$ cat src/rtl/event_readout_arbiter.sv
// event_readout_arbiter
//   Scheduler in front of the event readout datamover (memclk domain).
//   Arbitrates the compressed completion stream (full-event readouts, gated by
//   allow_i credits) against the nack stream (re-reads, normally higher priority).
//   Only one readout request is outstanding at a time. A new request is not loaded
//   until done_i returns from the readout side.
//
//   Ports
//     memclk, aresetn           clock, synchronous active-low reset
//     s_cmpl_*                  completion stream: [11:0] upper addr, [12] error
//     s_nack_*                  nack stream: [18:0] byte offset, [31:20] upper addr,
//                               [42:32] qwords, [46] full-event
//     allow_i                   +1 credit pulse
//     m_req_*                   request: [18:0] lower addr, [37:19] btt, [49:38] upper,
//                               [50] nack, [51] error
//     done_i                    readout of the outstanding request finished
//     credit_o, busy_o, overflow_o  status (overflow_o is sticky)
//     nack_grants_o, cmpl_grants_o, drop_count_o  statistics
//
//   Optional feature macro: ARB_STATS_EN. When it is defined, the statistics
//   counters are built. When it is not defined, the statistics outputs are tied to 0.
module event_readout_arbiter #(
  parameter logic [18:0] START_OFFSET = 19'h03F00,
  parameter logic [18:0] BTT          = 19'd459008,
  parameter int unsigned CREDIT_W     = 13,
  parameter int unsigned MAX_NACK_RUN = 4
) (
  input  logic                memclk,
  input  logic                aresetn,
  input  logic [15:0]         s_cmpl_tdata,
  input  logic                s_cmpl_tvalid,
  output logic                s_cmpl_tready,
  input  logic [47:0]         s_nack_tdata,
  input  logic                s_nack_tvalid,
  output logic                s_nack_tready,
  input  logic                allow_i,
  output logic [51:0]         m_req_tdata,
  output logic                m_req_tvalid,
  input  logic                m_req_tready,
  input  logic                done_i,
  output logic [CREDIT_W-1:0] credit_o,
  output logic                busy_o,
  output logic                overflow_o,
  output logic [15:0]         nack_grants_o,
  output logic [15:0]         cmpl_grants_o,
  output logic [7:0]          drop_count_o
);

  localparam int unsigned          RUN_W   = $clog2(MAX_NACK_RUN + 2);
  localparam logic [RUN_W-1:0]     RUN_MAX = RUN_W'(MAX_NACK_RUN);

  typedef enum logic [1:0] {
    ST_IDLE,
    ST_GRANT,
    ST_WAIT_DONE
  } state_t;

  state_t              state, state_nxt;
  logic [51:0]         req_q;
  logic                req_is_nack;
  logic [RUN_W-1:0]    run_cnt;
  logic [CREDIT_W-1:0] credit;
  logic                overflow;

  logic                load_cmpl, load_nack, drop_nack, hs;
  logic                cmpl_elig, nack_full, nack_zero;
  logic [10:0]         nack_qw;
  logic [18:0]         nack_lower, nack_btt;
  logic [51:0]         cmpl_word, nack_word;
  logic                cmpl_dec;

  assign nack_full  = s_nack_tdata[46];
  assign nack_qw    = s_nack_tdata[42:32];
  assign nack_zero  = !nack_full && (nack_qw == '0);
  assign cmpl_elig  = s_cmpl_tvalid && (credit != '0);
  assign nack_lower = s_nack_tdata[18:0] + START_OFFSET;
  assign nack_btt   = {5'b0, nack_qw, 3'b000};

  assign cmpl_word = {s_cmpl_tdata[12], 1'b0, s_cmpl_tdata[11:0], BTT, START_OFFSET};
  assign nack_word = {1'b0, 1'b1, s_nack_tdata[31:20],
                      nack_full ? BTT : nack_btt,
                      nack_full ? START_OFFSET : nack_lower};

  // Source treadys are gated with aresetn. This keeps a request that is
  // discarded by reset from being acknowledged to its source.
  always_comb begin
    state_nxt     = state;
    load_cmpl     = 1'b0;
    load_nack     = 1'b0;
    drop_nack     = 1'b0;
    hs            = 1'b0;
    s_cmpl_tready = 1'b0;
    s_nack_tready = 1'b0;
    if (aresetn) begin
      case (state)
        ST_IDLE: begin
          // Anti-starvation: after MAX_NACK_RUN back-to-back nack grants,
          // a credited completion goes ahead of the nacks.
          if (run_cnt == RUN_MAX && cmpl_elig) begin
            load_cmpl = 1'b1;
          end else if (s_nack_tvalid) begin
            if (nack_zero) begin
              drop_nack     = 1'b1;
              s_nack_tready = 1'b1;
            end else begin
              load_nack = 1'b1;
            end
          end else if (cmpl_elig) begin
            load_cmpl = 1'b1;
          end
          if (load_cmpl || load_nack) state_nxt = ST_GRANT;
        end
        ST_GRANT: begin
          if (m_req_tready) begin
            hs            = 1'b1;
            s_nack_tready = req_is_nack;
            s_cmpl_tready = !req_is_nack;
            state_nxt     = ST_WAIT_DONE;
          end
        end
        ST_WAIT_DONE: begin
          if (done_i) state_nxt = ST_IDLE;
        end
        default: state_nxt = ST_IDLE;
      endcase
    end
  end

  assign cmpl_dec = hs && !req_is_nack;

  always_ff @(posedge memclk) begin
    if (!aresetn) begin
      state       <= ST_IDLE;
      req_q       <= '0;
      req_is_nack <= 1'b0;
      run_cnt     <= '0;
      credit      <= '0;
      overflow    <= 1'b0;
    end else begin
      state <= state_nxt;

      if (load_cmpl) begin
        req_q       <= cmpl_word;
        req_is_nack <= 1'b0;
      end else if (load_nack) begin
        req_q       <= nack_word;
        req_is_nack <= 1'b1;
      end

      if (load_cmpl) begin
        run_cnt <= '0;
      end else if (hs) begin
        if (!req_is_nack)          run_cnt <= '0;
        else if (run_cnt != RUN_MAX) run_cnt <= run_cnt + 1'b1;
      end

      // A credit pulse in the same cycle as a cmpl grant cancels out.
      if (allow_i && !cmpl_dec) begin
        if (credit == '1) overflow <= 1'b1;
        else              credit   <= credit + 1'b1;
      end else if (!allow_i && cmpl_dec) begin
        credit <= credit - 1'b1;
      end
    end
  end

  assign m_req_tdata  = req_q;
  assign m_req_tvalid = (state == ST_GRANT);
  assign busy_o       = (state != ST_IDLE);
  assign credit_o     = credit;
  assign overflow_o   = overflow;

`ifdef ARB_STATS_EN
  logic [15:0] nack_cnt, cmpl_cnt;
  logic [7:0]  drop_cnt;

  always_ff @(posedge memclk) begin
    if (!aresetn) begin
      nack_cnt <= '0;
      cmpl_cnt <= '0;
      drop_cnt <= '0;
    end else begin
      if (hs && req_is_nack)  nack_cnt <= nack_cnt + 16'd1;
      if (cmpl_dec)           cmpl_cnt <= cmpl_cnt + 16'd1;
      if (drop_nack && drop_cnt != 8'hFF) drop_cnt <= drop_cnt + 8'd1;
    end
  end

  assign nack_grants_o = nack_cnt;
  assign cmpl_grants_o = cmpl_cnt;
  assign drop_count_o  = drop_cnt;
`else
  assign nack_grants_o = '0;
  assign cmpl_grants_o = '0;
  assign drop_count_o  = '0;
`endif

  logic unused_bits;
  assign unused_bits = ^{s_cmpl_tdata[15:13], s_nack_tdata[47], s_nack_tdata[45:43],
                         s_nack_tdata[19], drop_nack};

endmodule

$ cat config.mk
export PLATFORM = sky130hd
export DESIGN_NAME = event_readout_arbiter
export DESIGN_NICKNAME = d
export VERILOG_FILES = /design/src/rtl/event_readout_arbiter.sv
export SDC_FILE = /design/constraint.sdc
export NUM_CORES = 1
export LEC_CHECK = 0
export ABC_CLOCK_PERIOD_IN_PS = 4600
export BUFFER_PORTS_ARGS = -buffer_cell sky130_fd_sc_hd__clkbuf_2
export CAP_MARGIN = 15
export CORE_MARGIN = 2
export CORE_UTILIZATION = 48
export CTS_BUF_LIST = sky130_fd_sc_hd__clkbuf_4 sky130_fd_sc_hd__clkbuf_8
export DETAILED_ROUTE_END_ITERATION = 7
export PLACE_DENSITY_LB_ADDON = 0.2
export SYNTH_ARGS = -nofsm -noshare
export SYNTH_HDL_FRONTEND = slang
export SYNTH_SLANG_ARGS = --single-unit
$ cat constraint.sdc
create_clock -name memclk -period 4.6 [get_ports memclk]
set_input_delay 0.92 -clock memclk [delete_from_list [all_inputs] [get_ports memclk]]
set_output_delay 0.92 -clock memclk [all_outputs]
set_load 0.02 [all_outputs]
==> metrics.md <==
| Metric | Value |
|---|---|
| Status | finished, final reports clean |
| Synth area leaders | dfxtp_1, buf_4, a21oi_1, ha_1, nor3b_1 |
| Max Buffers Root-to-Sink | 2 |
| Total wire length | 8775 um |
| Via count | 3401 |
| Hold Path End | m_req_tdata[48] |
| Setup repair after global routing missed its margin | false |
| Post-Syn Area | 3677 um^2 |
| Post-CTS Hold Fix Bufs | 0 |
| Endpoints failing setup | 0 |
| # resized after CTS | 0 |
| Clock Skews | between 0.01 and 0.015 ns |
| Die H | about 90 um |
| Core Region | between 7000 and 8000 um^2 |
| CP Data Arrival Time | approximately 2.5 ns |
| Top_reg_cell synth | dfxtp_1 |
| Initial DRC Count | 180 |
| YS warnings | 0 |
| TritonRoute pass-1 iters | 6 |
| Filler cell count | 711 |
| GRT Residual Overflow | 0 |
| Crit Path Category | in -> out |
| Net Sw Power | 0.5980 mW |
| GR Util All Layers | 0.2106 |
| Rel. slew slack | 0.3804 |
| Final critical-path share of the clock period | 0.7462 |
| Wirelength per Cell | 13.40 um |
| Leak | roughly 2.2 nW |
| Flops & latches, synth | between 60 and 70 |
| Clk pwr share | 0.293 |
| N_diodes | 0 |
| Cells after synthesis | 434 |
| CTS tree | yes |
| First-pass GRT wire length | approximately 14000 um |
| H-tree Lvls | 3 |
| Initial Util | 0.5016 |
| Final GP Congestion | 0.9033 |
| Switching power share of the total | 0.3591 |
| Hold depth | 2 |
| Reg2Reg Depth | 10 |
| Library cells used by synthesis | between 50 and 60 |
| Vias per cell | between 5 and 6 |
| Crit path required time | 3.68 ns |
| Total power divided by cell area | roughly 380 nW/um^2 |
| Post-CTS setup buffer count | 0 |
| Avg Cell Area, Syn | approximately 8.5 um^2 |
| Worst-path clk slew | 0.07 ns |
| Boundary pin count | 181 |
| Share of cells above drive strength 1 | 0.2788 |
| NumNets Final | about 640 |
| Power, Total | approximately 1.7 mW |
| Area delta synth->final | 19.12% |
| Part of the power in registers | 0.397 |
| Endpoint type of the worst setup path | primary output |
| Clock Latency Late Sink | approximately 0.34 ns |
| Reg-to-Reg Start | state[0] |
| Minimum clock period | between 3 and 4 ns |
| Hold crit path type | reg -> reg |
| Yosys top cell area share | 0.3484 |
| Post-synth EDFFs | 0 |
| Gate power share | 0.310 |
| Post-synthesis sequential area ratio | 0.3484 |
| Cell-internal power | between 1 and 1.5 mW |
| Vias in the first global route | 3090 |
| Root buffer cell | clkbuf_8 |
| Die W | ~92 um |
| TritonCTS buffer count | 9 |
| Final Hold Viols | 0 |
| Top cell types by occurrence after synthesis | dfxtp_1, buf_4, a21oi_1 |
| Maximum vdd drop | roughly 0.00022 V |
| Largest net degree at the start of global routing | 50 |
| Max Slew Vio Count | 0 |
| Async SR Flop Fraction | 0 |
| Die area | 8377 um^2 |
| Hpwl dp | ~6600 um |
| Peak Freq | 0.2913 GHz |
| Antenna violations before repair | 0 |
| Worst Hold Slack | 0.4887 ns |
| Port-buffer cells | 127 |
| Post-route DRC | 0 |
| Setup TNS Final | 0 ns |
| Most frequent cell after synthesis | dfxtp_1 |
| Row count | 31 |
| Critical Path Source Type | input pin |
| R2r endpoint | credit_o[10] |
| Final ANT Viol Nets | 0 |
| Hold path startpoint | m_req_tdata[48] |
| Reg2Reg Setup Slack | approximately 1.8 ns |
| Crit-path max FO | 27 |
| Clk sinks | 64 |
| Max Cap Viol | 0 |
| Top cell type by total area after synthesis | dfxtp_1 |
| Least-Margin Pin Slew | around 0.92 ns |
registers in the layout (all words and copies together) (netlist names):
name,flops
credit_o,13
m_req_tdata,45
overflow_o,1
run_cnt,3
state,2
critical path, cell delays in order:
cell and delay, ns:
clkbuf_2 0.33, nor4_1 0.51, nand3_1 0.16, nor4_1 0.24, a31oi_1 0.07, nor2_1 0.10, clkbuf_2 0.18
per-stage QoR:
stage	setup slack [ns]	instance area (um^2)	util	std cells
detailed placement	1.160	4164	0.5680	638
floorplan	1.113	3842	-	478
global placement	1.167	4164	0.5680	638
global route	0.9280	4380	0.5975	655
finish	1.168	4380	0.5975	655
CTS	1.158	4365	0.5955	654
metal layers:
layer | track usage | vias to the layer above | routed length (um)
li1 | - | 1691 | -
met1 | 0.2585 | 1590 | 3579
met2 | 0.3468 | 113 | 4357
met3 | 0.08133 | 7 | 758
met4 | 0.05051 | 0 | 78
met5 | 0 | - | 0
cell type report:
type                       count  area [um^2]  area share
clock buffer                  10        131.4     0.02999
timing repair buffer         131        673.1      0.1537
tap                           99        123.9     0.02828
multi-input combinational    321         2011      0.4590
inverter                      24        90.09     0.02057
sequential                    64         1281      0.2925
clock inverter                 6        70.07     0.01600
placed cells by master, fill, tap and decap left out, types with 3 or more instances in the layout:
master and instances:
dfxtp_1 64, buf_4 3, nor4_1 6, a222oi_1 12
clkinvlp_4 3, a21o_1 3, nand2b_1 3, nand4_1 5
inv_1 24, and3_1 4, conb_1 45, o21ai_0 11
clkbuf_8 9, mux2i_1 8, nand3_1 8, ha_1 14
nor2b_1 13, clkbuf_2 127, o211a_1 3, nor2_1 37
nand2_1 15, a211oi_1 3, o21a_1 4, xnor2_1 12
nand3b_1 3, a211o_1 3, nor3b_1 20, nor3_1 10
a21oi_1 46, xor2_1 4
worst max path at each step:
stage | startpoint | endpoint | cells past startpoint
floorplan | aresetn | credit_o[10] | 10
global placement | s_nack_tdata[46] | s_nack_tready | 7
detailed placement | s_nack_tdata[46] | s_nack_tready | 7
CTS | s_nack_tdata[46] | s_nack_tready | 7
global route | s_nack_tdata[46] | s_nack_tready | 7
finish | s_nack_tdata[46] | s_nack_tready | 7
power by group through the flow:
| stage | clock, mW | sequential, mW | combinational, mW |
|---|---|---|---|
| floorplan | 0 | 0.718 | 0.355 |
| CTS | 0.500 | 0.661 | 0.513 |
| global placement | 0 | 0.671 | 0.500 |
| global route | 0.522 | 0.670 | 0.571 |
| finish | 0.487 | 0.662 | 0.516 |
| detailed placement | 0 | 0.674 | 0.510 |
kinds of logic (layout without fill, tap and decap cells):
group / count (synthesis) / after routing / synth area share
flops: 64 / 64 / 0.3484
simple gates: 130 / 130 / 0.1933
compound gates: 106 / 106 / 0.1905
other cells: 1 / 45 / 0.001020
xor+xnor: 16 / 16 / 0.03811
mux: 9 / 9 / 0.02484
buf+inv: 93 / 171 / 0.1507
fa+ha+maj: 15 / 15 / 0.05308
Power figures use the tool's default switching activity.
